`src/rtl/adc_uart_framer.sv`:
```
// ADC sample packetiser: buffers 14-bit samples in a FIFO and sends each one to the
// UART transmitter as a 4-byte frame (header, high, low, checksum) over start/busy.
module adc_uart_framer #(
    parameter int unsigned FIFO_DEPTH  = 8,
    parameter bit          INVERT      = 1'b1,
    parameter logic [7:0]  HEADER      = 8'hA5,
    parameter int unsigned ACK_TIMEOUT = 4
) (
    input  logic                            clk,
    input  logic                            rst,
    input  logic [13:0]                     sample_in,
    input  logic                            sample_valid,
    input  logic                            tx_busy,
    output logic [7:0]                      tx_data,
    output logic                            tx_start,
    output logic [$clog2(FIFO_DEPTH):0]     fifo_count,
    output logic                            overflow,
    output logic                            frame_active
);

    localparam int unsigned AW = $clog2(FIFO_DEPTH);
    localparam int unsigned CW = AW + 1;
    localparam int unsigned TW = (ACK_TIMEOUT > 1) ? $clog2(ACK_TIMEOUT) : 1;

    typedef enum logic [2:0] {IDLE, LOAD, START, ACK, WAIT} state_t;

    state_t          state, state_d;
    logic [13:0]     mem [FIFO_DEPTH];
    logic [AW-1:0]   wr_ptr, rd_ptr;
    logic [7:0]      b1, b2;
    logic [1:0]      idx, idx_d;
    logic [TW-1:0]   timer, timer_d;
    logic [7:0]      tx_data_d;
    logic            tx_start_d;
    logic            pop_c, push_c, full_c;
    logic [13:0]     s_c, v_c;
    logic [7:0]      byte_c;

    // Head-of-FIFO conversion; the most negative sample saturates when negated
    always_comb begin
        s_c = mem[rd_ptr];
        if (INVERT) begin
            v_c = (s_c == 14'h2000) ? 14'h1FFF : 14'(~s_c + 14'd1);
        end else begin
            v_c = s_c;
        end
    end

    always_comb begin
        byte_c = HEADER;
        case (idx)
            2'd0: byte_c = HEADER;
            2'd1: byte_c = b1;
            2'd2: byte_c = b2;
            2'd3: byte_c = b1 ^ b2;
            default: byte_c = HEADER;
        endcase
    end

    assign full_c = (fifo_count == CW'(FIFO_DEPTH));
    assign push_c = sample_valid && (!full_c || pop_c);

    // Frame sequencer next-state and output logic
    always_comb begin
        state_d    = state;
        idx_d      = idx;
        timer_d    = timer;
        tx_data_d  = tx_data;
        tx_start_d = 1'b0;
        pop_c      = 1'b0;
        case (state)
            IDLE: begin
                if (fifo_count != '0) state_d = LOAD;
            end
            LOAD: begin
                pop_c   = 1'b1;
                idx_d   = 2'd0;
                state_d = START;
            end
            START: begin
                if (!tx_busy) begin
                    tx_data_d  = byte_c;
                    tx_start_d = 1'b1;
                    timer_d    = '0;
                    state_d    = ACK;
                end
            end
            ACK: begin
                if (tx_busy || timer == TW'(ACK_TIMEOUT - 1)) begin
                    state_d = WAIT;
                end else begin
                    timer_d = TW'(timer + 1'b1);
                end
            end
            WAIT: begin
                if (!tx_busy) begin
                    if (idx != 2'd3) begin
                        idx_d   = 2'(idx + 2'd1);
                        state_d = START;
                    end else if (fifo_count != '0) begin
                        state_d = LOAD;
                    end else begin
                        state_d = IDLE;
                    end
                end
            end
            default: state_d = IDLE;
        endcase
    end

    always_ff @(posedge clk) begin
        if (!rst) begin
            state        <= IDLE;
            idx          <= '0;
            timer        <= '0;
            tx_data      <= 8'h00;
            tx_start     <= 1'b0;
            frame_active <= 1'b0;
            wr_ptr       <= '0;
            rd_ptr       <= '0;
            fifo_count   <= '0;
            overflow     <= 1'b0;
            b1           <= 8'h00;
            b2           <= 8'h00;
        end else begin
            state        <= state_d;
            idx          <= idx_d;
            timer        <= timer_d;
            tx_data      <= tx_data_d;
            tx_start     <= tx_start_d;
            frame_active <= (state_d != IDLE);
            if (push_c) wr_ptr <= AW'(wr_ptr + 1'b1);
            if (pop_c) begin
                rd_ptr <= AW'(rd_ptr + 1'b1);
                b1     <= {v_c[13], v_c[13], v_c[13:8]};
                b2     <= v_c[7:0];
            end
            case ({push_c, pop_c})
                2'b10:   fifo_count <= CW'(fifo_count + 1'b1);
                2'b01:   fifo_count <= CW'(fifo_count - 1'b1);
                default: fifo_count <= fifo_count;
            endcase
            if (sample_valid && !push_c) overflow <= 1'b1;
        end
    end

    // Sample storage needs no reset; pointers define what is valid
    always_ff @(posedge clk) begin
        if (rst && push_c) mem[wr_ptr] <= sample_in;
    end

endmodule

```
`config.mk`:
```
export PLATFORM = sky130hd
export DESIGN_NAME = adc_uart_framer
export DESIGN_NICKNAME = d
export VERILOG_FILES = /design/src/rtl/adc_uart_framer.sv
export SDC_FILE = /design/constraint.sdc
export NUM_CORES = 1
export LEC_CHECK = 0
export CAP_MARGIN = 0
export CORE_MARGIN = 8
export CORE_UTILIZATION = 34
export DETAILED_ROUTE_END_ITERATION = 10
export GPL_ROUTABILITY_DRIVEN = 0
export PLACE_DENSITY = 0.57
export SLEW_MARGIN = 40
export SYNTH_ARGS = -nofsm -noshare
export SYNTH_HDL_FRONTEND = slang
export SYNTH_SLANG_ARGS = --single-unit
```
`constraint.sdc`:
```
create_clock -name clk -period 5.44 [get_ports clk]
set_clock_uncertainty 0.1 [all_clocks]
set_input_delay 0.544 -clock clk [delete_from_list [all_inputs] [get_ports clk]]
set_output_delay 0.544 -clock clk [all_outputs]
set_load 0.01 [all_outputs]
```
* Yosys cells after proc, flatten, opt, wreduce, memory -nomap -nowiden *
Memory sizes are Yosys's and may differ from the RTL's. A register that Yosys moved wholly into a read port is not among the register bits.
Cells that the tools add are included.

word-level totals
  bits in read-only memories = 0
  word-level logic and storage cells = 80
  output and inout bits = 15
  latch bits = 0
  memories kept = 1
  memory bits (writable) = 112
  flip-flop bits (word level) = 42
  input bits = 18

memory list
  name  depth  width  rd ports  clocked after Yosys merged registers in  write ports  RTL line  RTL
  mem   8      14     1         1                                        1            28        logic [13:0] mem [FIFO_DEPTH];

operators by class
  magnitude comparators = 0
  $add $sub $neg = 7
  reduce and logical (&&, ||, !) cells = 18
  divide/modulo/power cells = 0
  muxes and demuxes = 22
  bitwise operators = 3
  multiply operators = 0
  eq/ne operators = 17
  shift operators = 0

operators by type and width
  kind                                                 count
  one-hot mux 8 bit (4 select lines)                   1
  two-way mux 3 bit                                    6
  one-hot mux 3 bit (5 select lines)                   1
  adder 14 x 1 -> 14 bit, second input constant        1
  equality test 14 bit, second input constant          1
  two-way mux 14 bit                                   1
  NOT 14 bit                                           1
  two-way mux 2 bit                                    5
  != test 2 bit, second input constant                 5
  equality test 2 bit, second input constant           4
  one-hot mux 2 bit (2 select lines)                   2
  one-hot mux 4 bit (2 select lines)                   1
  XOR 8 bit                                            1
  adder 3 x 1 -> 3 bit, second input constant          2
  equality test 3 x 2 -> 1 bit, second input constant  2
  AND reduction 3 bit                                  2
  nonzero test 2 bit                                   3
  two-way mux 1 bit                                    5
  adder 2 x 1 -> 2 bit, second input constant          2
  adder 4 x 1 -> 4 bit, second input constant          1
  equality test 2 x 1 -> 1 bit, second input constant  2
  equality test 4 bit, second input constant           1
  AND reduction 2 bit                                  2
  nonzero test 4 bit                                   1
  10 further kinds                                     14

* Longest topological paths before layout *
  depth after elaboration = 7
  mapped depth = 11
  depth with buffers taken out = 11

* Least setup slack after synthesis *
No wires, ideal clock.

  kind = reg-to-reg
  from = register state[2]
  to = memory mem[2][0], enable pin
  library setup time = 0.403 ns
  required time = 4.937 ns
  clock period less this slack = 2.582 ns
  cell stages (with the launch flop) = 6
  path buffers = 0
  data arrival time = 2.080 ns
  path slack = 2.858 ns
  cells stage by stage = dfxtp_1 -> nor2_1 -> and2_0 -> o21a_1 -> nand3_1 -> nor3_1

between the ends
  cells in the longest elaborated chain, start to end = 7

RTL lines
  what                                     RTL line  RTL
  from (decl)                              27        state_t state, state_d;
  from (signal assigned)                   126       state <= state_d;
  equality test 3 x 1 -> 1 bit             71        case (state)
  two-way mux 1 bit                        71
  logical OR 1 bit                         61        assign push_c = sample_valid && (!full_c || pop_c);
  logical AND 1 bit                        61
  logical AND 1 bit                        149       if (rst && push_c) mem[wr_ptr] <= sample_in;
  two-way mux 1 bit                        149
  two-way mux 1 bit (implied by the code)  149
  to (decl)                                28

No other way between the ends.

==> impl.org <==
** Timing
- Aggregate negative setup slack :: 0 ps
- Transition time at the pin with the least slew margin :: 757 ps
- Headroom to the max-slew limit came out at 0.495.
- Final setup viols :: 0
- Final Max Tran Viols :: 0
- Hold WS :: 374 ps
- Final number of hold-violating endpoints :: 0
- Fmax :: 0.312 GHz
- Across all setup checks in the final design, the least slack found is 2230 ps.
- Period utilisation layout :: 0.590
- Setup repair after global routing missed its margin :: false
- Fin crit period :: 3210 ps

** Layout
- The layout has 1,778 filler cells.
- Inserted Diodes :: 0
- Utilization of the core after routing :: 0.409
- Net count, final :: 511
- Post-layout instance count excluding filler cells :: 760
- In the final layout, the share of cells above drive strength 1 is 0.172.
- The area growth from synthesis to layout is 19.3%.
- Once layout is done, the placed cells without fillers occupy 0.00787 mm².

** Clock network
- Clock transition at the registers of the reported paths :: 70 ps
- Quantity of gates resized following cts :: 0
- CTS sink count :: 157
- CTS tree :: yes
- The number of hold buffers added after CTS was 0.
- The root buffer cell chosen for the clock tree is sky130_fd_sc_hd__clkbuf_16.
- The clock passes through at most 2 buffers.
- Worst skew pair latency :: 420 ps
- H-tree Lvls :: 4
- Buffers added to address setup during post-CTS repair amount to 0.
- Cts bufs inserted :: 17

** Setup path
- Cells along the critical path :: buf_4, mux4_2, mux2i_1, ha_1, nand4_2, nor2_1, a21oi_1, buf_4, a21oi_1
- Kind of critical path :: reg2reg
- At the worst endpoint, the arrival time is 3460 ps.
- On the worst path, the slowest cell contributes a delay of 810 ps.
- FF-to-FF path depth :: 9
- The slowest stage of the critical path is the sky130_fd_sc_hd__dfxtp_1 cell.
- In this run the worst setup path terminates at b2[0]$_SDFFE_PN0P_.
- Maximum fanout count along the critical path :: 15
- The worst setup path is launched from a flip-flop.
- Critical path data required time :: 5690 ps
- STA classifies the critical path endpoint as a flip-flop.
- Flop2flop setup slack :: 2230 ps
- In this run the critical register-to-register path is captured at b2[0]$_SDFFE_PN0P_.

** Synthesis
- After synthesis, the netlist uses 52 different library cells.
- Yosys warning total :: 0
- FF+latch count, synth :: 157
- Synthesis produced a netlist whose cell count is 436.
- Post-Synthesis Net Count :: 465
- Async set-or-reset flop fraction in the synthesized netlist :: 0
- Cell Area, Synth :: 0.00660 mm²
- The share of the Yosys chip area taken by registers is 0.646.
- Number of enable-type register cells in the synthesized netlist :: 112
- Avg Synthesized Cell Area :: 15.1 µm²
- Dominant synthesized flop cell :: sky130_fd_sc_hd__edfxtp_1

** Flow run
- The tool flagged a number of max-cap violations equal to 0.

** Detailed routing
- The routed layout has 3,677 vias.
- The detail route stage leaves a number of antenna-violating nets equal to 0.
- For this run, design rule violations remaining after detail routing come to 0.
- Before antenna repair, the detailed router went through 5 iterations.
- Vias per std cell :: 4.84
- Average wire per standard cell :: 17.2 µm
- The detailed router finished its first iteration with 237 violations.
- The routed design has 13,100 µm of wire.

** Min path
- Worst hold start :: overflow$_SDFFE_PN0P_
- Path class of the lowest-slack min-delay path :: reg2reg

** Global routing
- In the global route stage, overall resource usage came out at 0.112.
- For this run, global-route usage on met2 was measured as 0.177.
- Summed over all layers, the global routing overflow is 0.
- Number of antenna violations at the first check in global routing :: 0
- Largest net degree at the start of global routing :: 46
- For met3 alone, demand over resource in global routing was 0.0355.
- The via count of the first global-routing pass is 3,764.
- After global routing, the most crowded layer is met2.
- Met1 layer usage reported by global route :: 0.145
- Wire length of the first global-routing pass :: 20,700 µm

** Placement
- In this run the tool buffered the top-level ports with 32 buffer cells.
- The wire-length estimate of the detail-placed layout is 8460 µm.
- Placed standard-cell area :: 0.00727 mm²
- Counting tap cells, the placed design contains a total of 728 instances.
- Setup Slack @ Placement :: 2190 ps

** Power and ir drop
- Static leakage :: 2.59 nW
- Peak supply drop :: 302 µV
- Power spread over the standard cell area amounts to 415 mW/mm².
- Summing internal, switching and leakage power gives 3.27 mW.

** Floorplanning
- Top-level port count :: 33
- The floorplan has 51 rows.
- Total Die Area :: 0.0241 mm²
- Initial core utilization :: 0.343
- After floorplanning, the core was sized to cover 0.0193 mm².
- Width of the chip :: 155 µm
- The die is 155 µm tall.

** Outcome
- The run finished with clean final reports.
kinds of logic (layout without fill, tap and decap cells):
logic type	count (synthesis)	after routing	share of synthesized area
buffers and inverters	34	93	0.0231
muxes	45	45	0.136
and+or+nand+nor	98	98	0.0817
DFF	157	157	0.646
adders and majority gates	11	11	0.0220
AOI/OAI and AO/OA	76	76	0.0714
xor gates and xnor gates	15	15	0.0199
how the worst min path moves through the flow:
| stage | end | cells after the start | slack (ps) |
|---|---|---|---|
| after floorplan | flip-flop | 2 | 370 |
| final | overflow$_SDFFE_PN0P_ | 1 | 370 |
| after CTS | overflow$_SDFFE_PN0P_ | 1 | 380 |
| after global placement | overflow$_SDFFE_PN0P_ | 1 | 360 |
| after global routing | overflow$_SDFFE_PN0P_ | 1 | 390 |
| after detailed placement | overflow$_SDFFE_PN0P_ | 1 | 360 |
registers in the layout (all words and copies together) (netlist names), 2 cells and up, named ones only:
signal and flops:
rd_ptr 3, fifo_count 4, tx_data 8, timer 2, idx 2, state 3, b1 6, mem 112
b2 8, wr_ptr 3
routing by layer:
metal  vias up  part of all wire
met5         -                 0
met4         0            0.0070
met3        10             0.051
met2        78              0.46
met1      1823              0.48
li1       1766                 -
Yosys cell counts, types with 3 or more instances:
cell type | instances | area (µm²)
sky130_fd_sc_hd__nand2_1 | 22 | 82.6
sky130_fd_sc_hd__mux2i_1 | 10 | 100
sky130_fd_sc_hd__buf_2 | 5 | 25.0
sky130_fd_sc_hd__nand4b_1 | 3 | 26.3
sky130_fd_sc_hd__nor2b_1 | 9 | 56.3
sky130_fd_sc_hd__clkbuf_1 | 8 | 30.0
sky130_fd_sc_hd__xor2_1 | 3 | 26.3
sky130_fd_sc_hd__edfxtp_1 | 112 | 3360
sky130_fd_sc_hd__ha_1 | 10 | 125
sky130_fd_sc_hd__inv_1 | 17 | 63.8
sky130_fd_sc_hd__mux4_1 | 5 | 131
sky130_fd_sc_hd__a21oi_1 | 24 | 120
sky130_fd_sc_hd__o211a_1 | 6 | 60.1
sky130_fd_sc_hd__nand3_1 | 7 | 35.0
sky130_fd_sc_hd__a22oi_1 | 4 | 30.0
sky130_fd_sc_hd__o21ai_0 | 22 | 110
sky130_fd_sc_hd__nor3_1 | 9 | 45.0
sky130_fd_sc_hd__xnor2_1 | 12 | 105
sky130_fd_sc_hd__nand2b_1 | 5 | 31.3
sky130_fd_sc_hd__nor2_1 | 19 | 71.3
sky130_fd_sc_hd__dfxtp_1 | 45 | 901
sky130_fd_sc_hd__buf_4 | 3 | 22.5
sky130_fd_sc_hd__o22ai_1 | 5 | 31.3
sky130_fd_sc_hd__mux4_2 | 23 | 518
sky130_fd_sc_hd__and2_1 | 10 | 62.6
sky130_fd_sc_hd__mux2i_4 | 6 | 135
worst max-delay path, delay by kind of cell (launching register included):
kind / cells / cell delay, ps
AO/OA/AOI/OAI: 2 / 330
AND/OR/NAND/NOR: 2 / 370
adder cells (fa/ha/maj): 1 / 290
flip-flops: 1 / 810
multiplexers: 2 / 640
buffers and inverters: 2 / 590
cell usage in the layout (no fill, tap or decap), types with 5 or more instances in the layout:
cell / synthesis / final
sky130_fd_sc_hd__clkbuf_16: 0 / 17
sky130_fd_sc_hd__nand3_1: 7 / 7
sky130_fd_sc_hd__mux4_2: 23 / 23
sky130_fd_sc_hd__o22ai_1: 5 / 5
sky130_fd_sc_hd__inv_1: 17 / 17
sky130_fd_sc_hd__nor2b_1: 9 / 9
sky130_fd_sc_hd__and2_1: 10 / 11
sky130_fd_sc_hd__edfxtp_1: 112 / 112
sky130_fd_sc_hd__xnor2_1: 12 / 12
sky130_fd_sc_hd__a21oi_1: 24 / 24
sky130_fd_sc_hd__buf_4: 3 / 12
sky130_fd_sc_hd__nor2_1: 19 / 19
sky130_fd_sc_hd__ha_1: 10 / 10
sky130_fd_sc_hd__clkdlybuf4s50_1: 0 / 32
sky130_fd_sc_hd__o21ai_0: 22 / 22
sky130_fd_sc_hd__nand2_1: 22 / 22
sky130_fd_sc_hd__o211a_1: 6 / 6
sky130_fd_sc_hd__mux2i_1: 10 / 10
sky130_fd_sc_hd__nor3_1: 9 / 6
sky130_fd_sc_hd__nand2b_1: 5 / 5
sky130_fd_sc_hd__mux2i_4: 6 / 6
sky130_fd_sc_hd__mux4_1: 5 / 5
sky130_fd_sc_hd__dfxtp_1: 45 / 43
cell type report:
| type | instances | area (µm²) | share of cell area |
|---|---|---|---|
| sequential | 157 | 4270 | 0.542 |
| tap | 265 | 332 | 0.0421 |
| inverter | 17 | 63.8 | 0.00810 |
| clock inverter | 15 | 160 | 0.0203 |
| clock buffer | 17 | 425 | 0.0540 |
| multi-input combinational | 245 | 2210 | 0.281 |
| timing repair buffer | 44 | 410 | 0.0521 |
power breakdown:
part | internal, mW | switching [mW] | total [mW]
clock network | 0.684 | 0.505 | 1.19
logic | 0.290 | 0.314 | 0.604
registers | 1.37 | 0.101 | 1.48
total | 2.35 | 0.919 | 3.27
(Power assumes the default switching activity.)
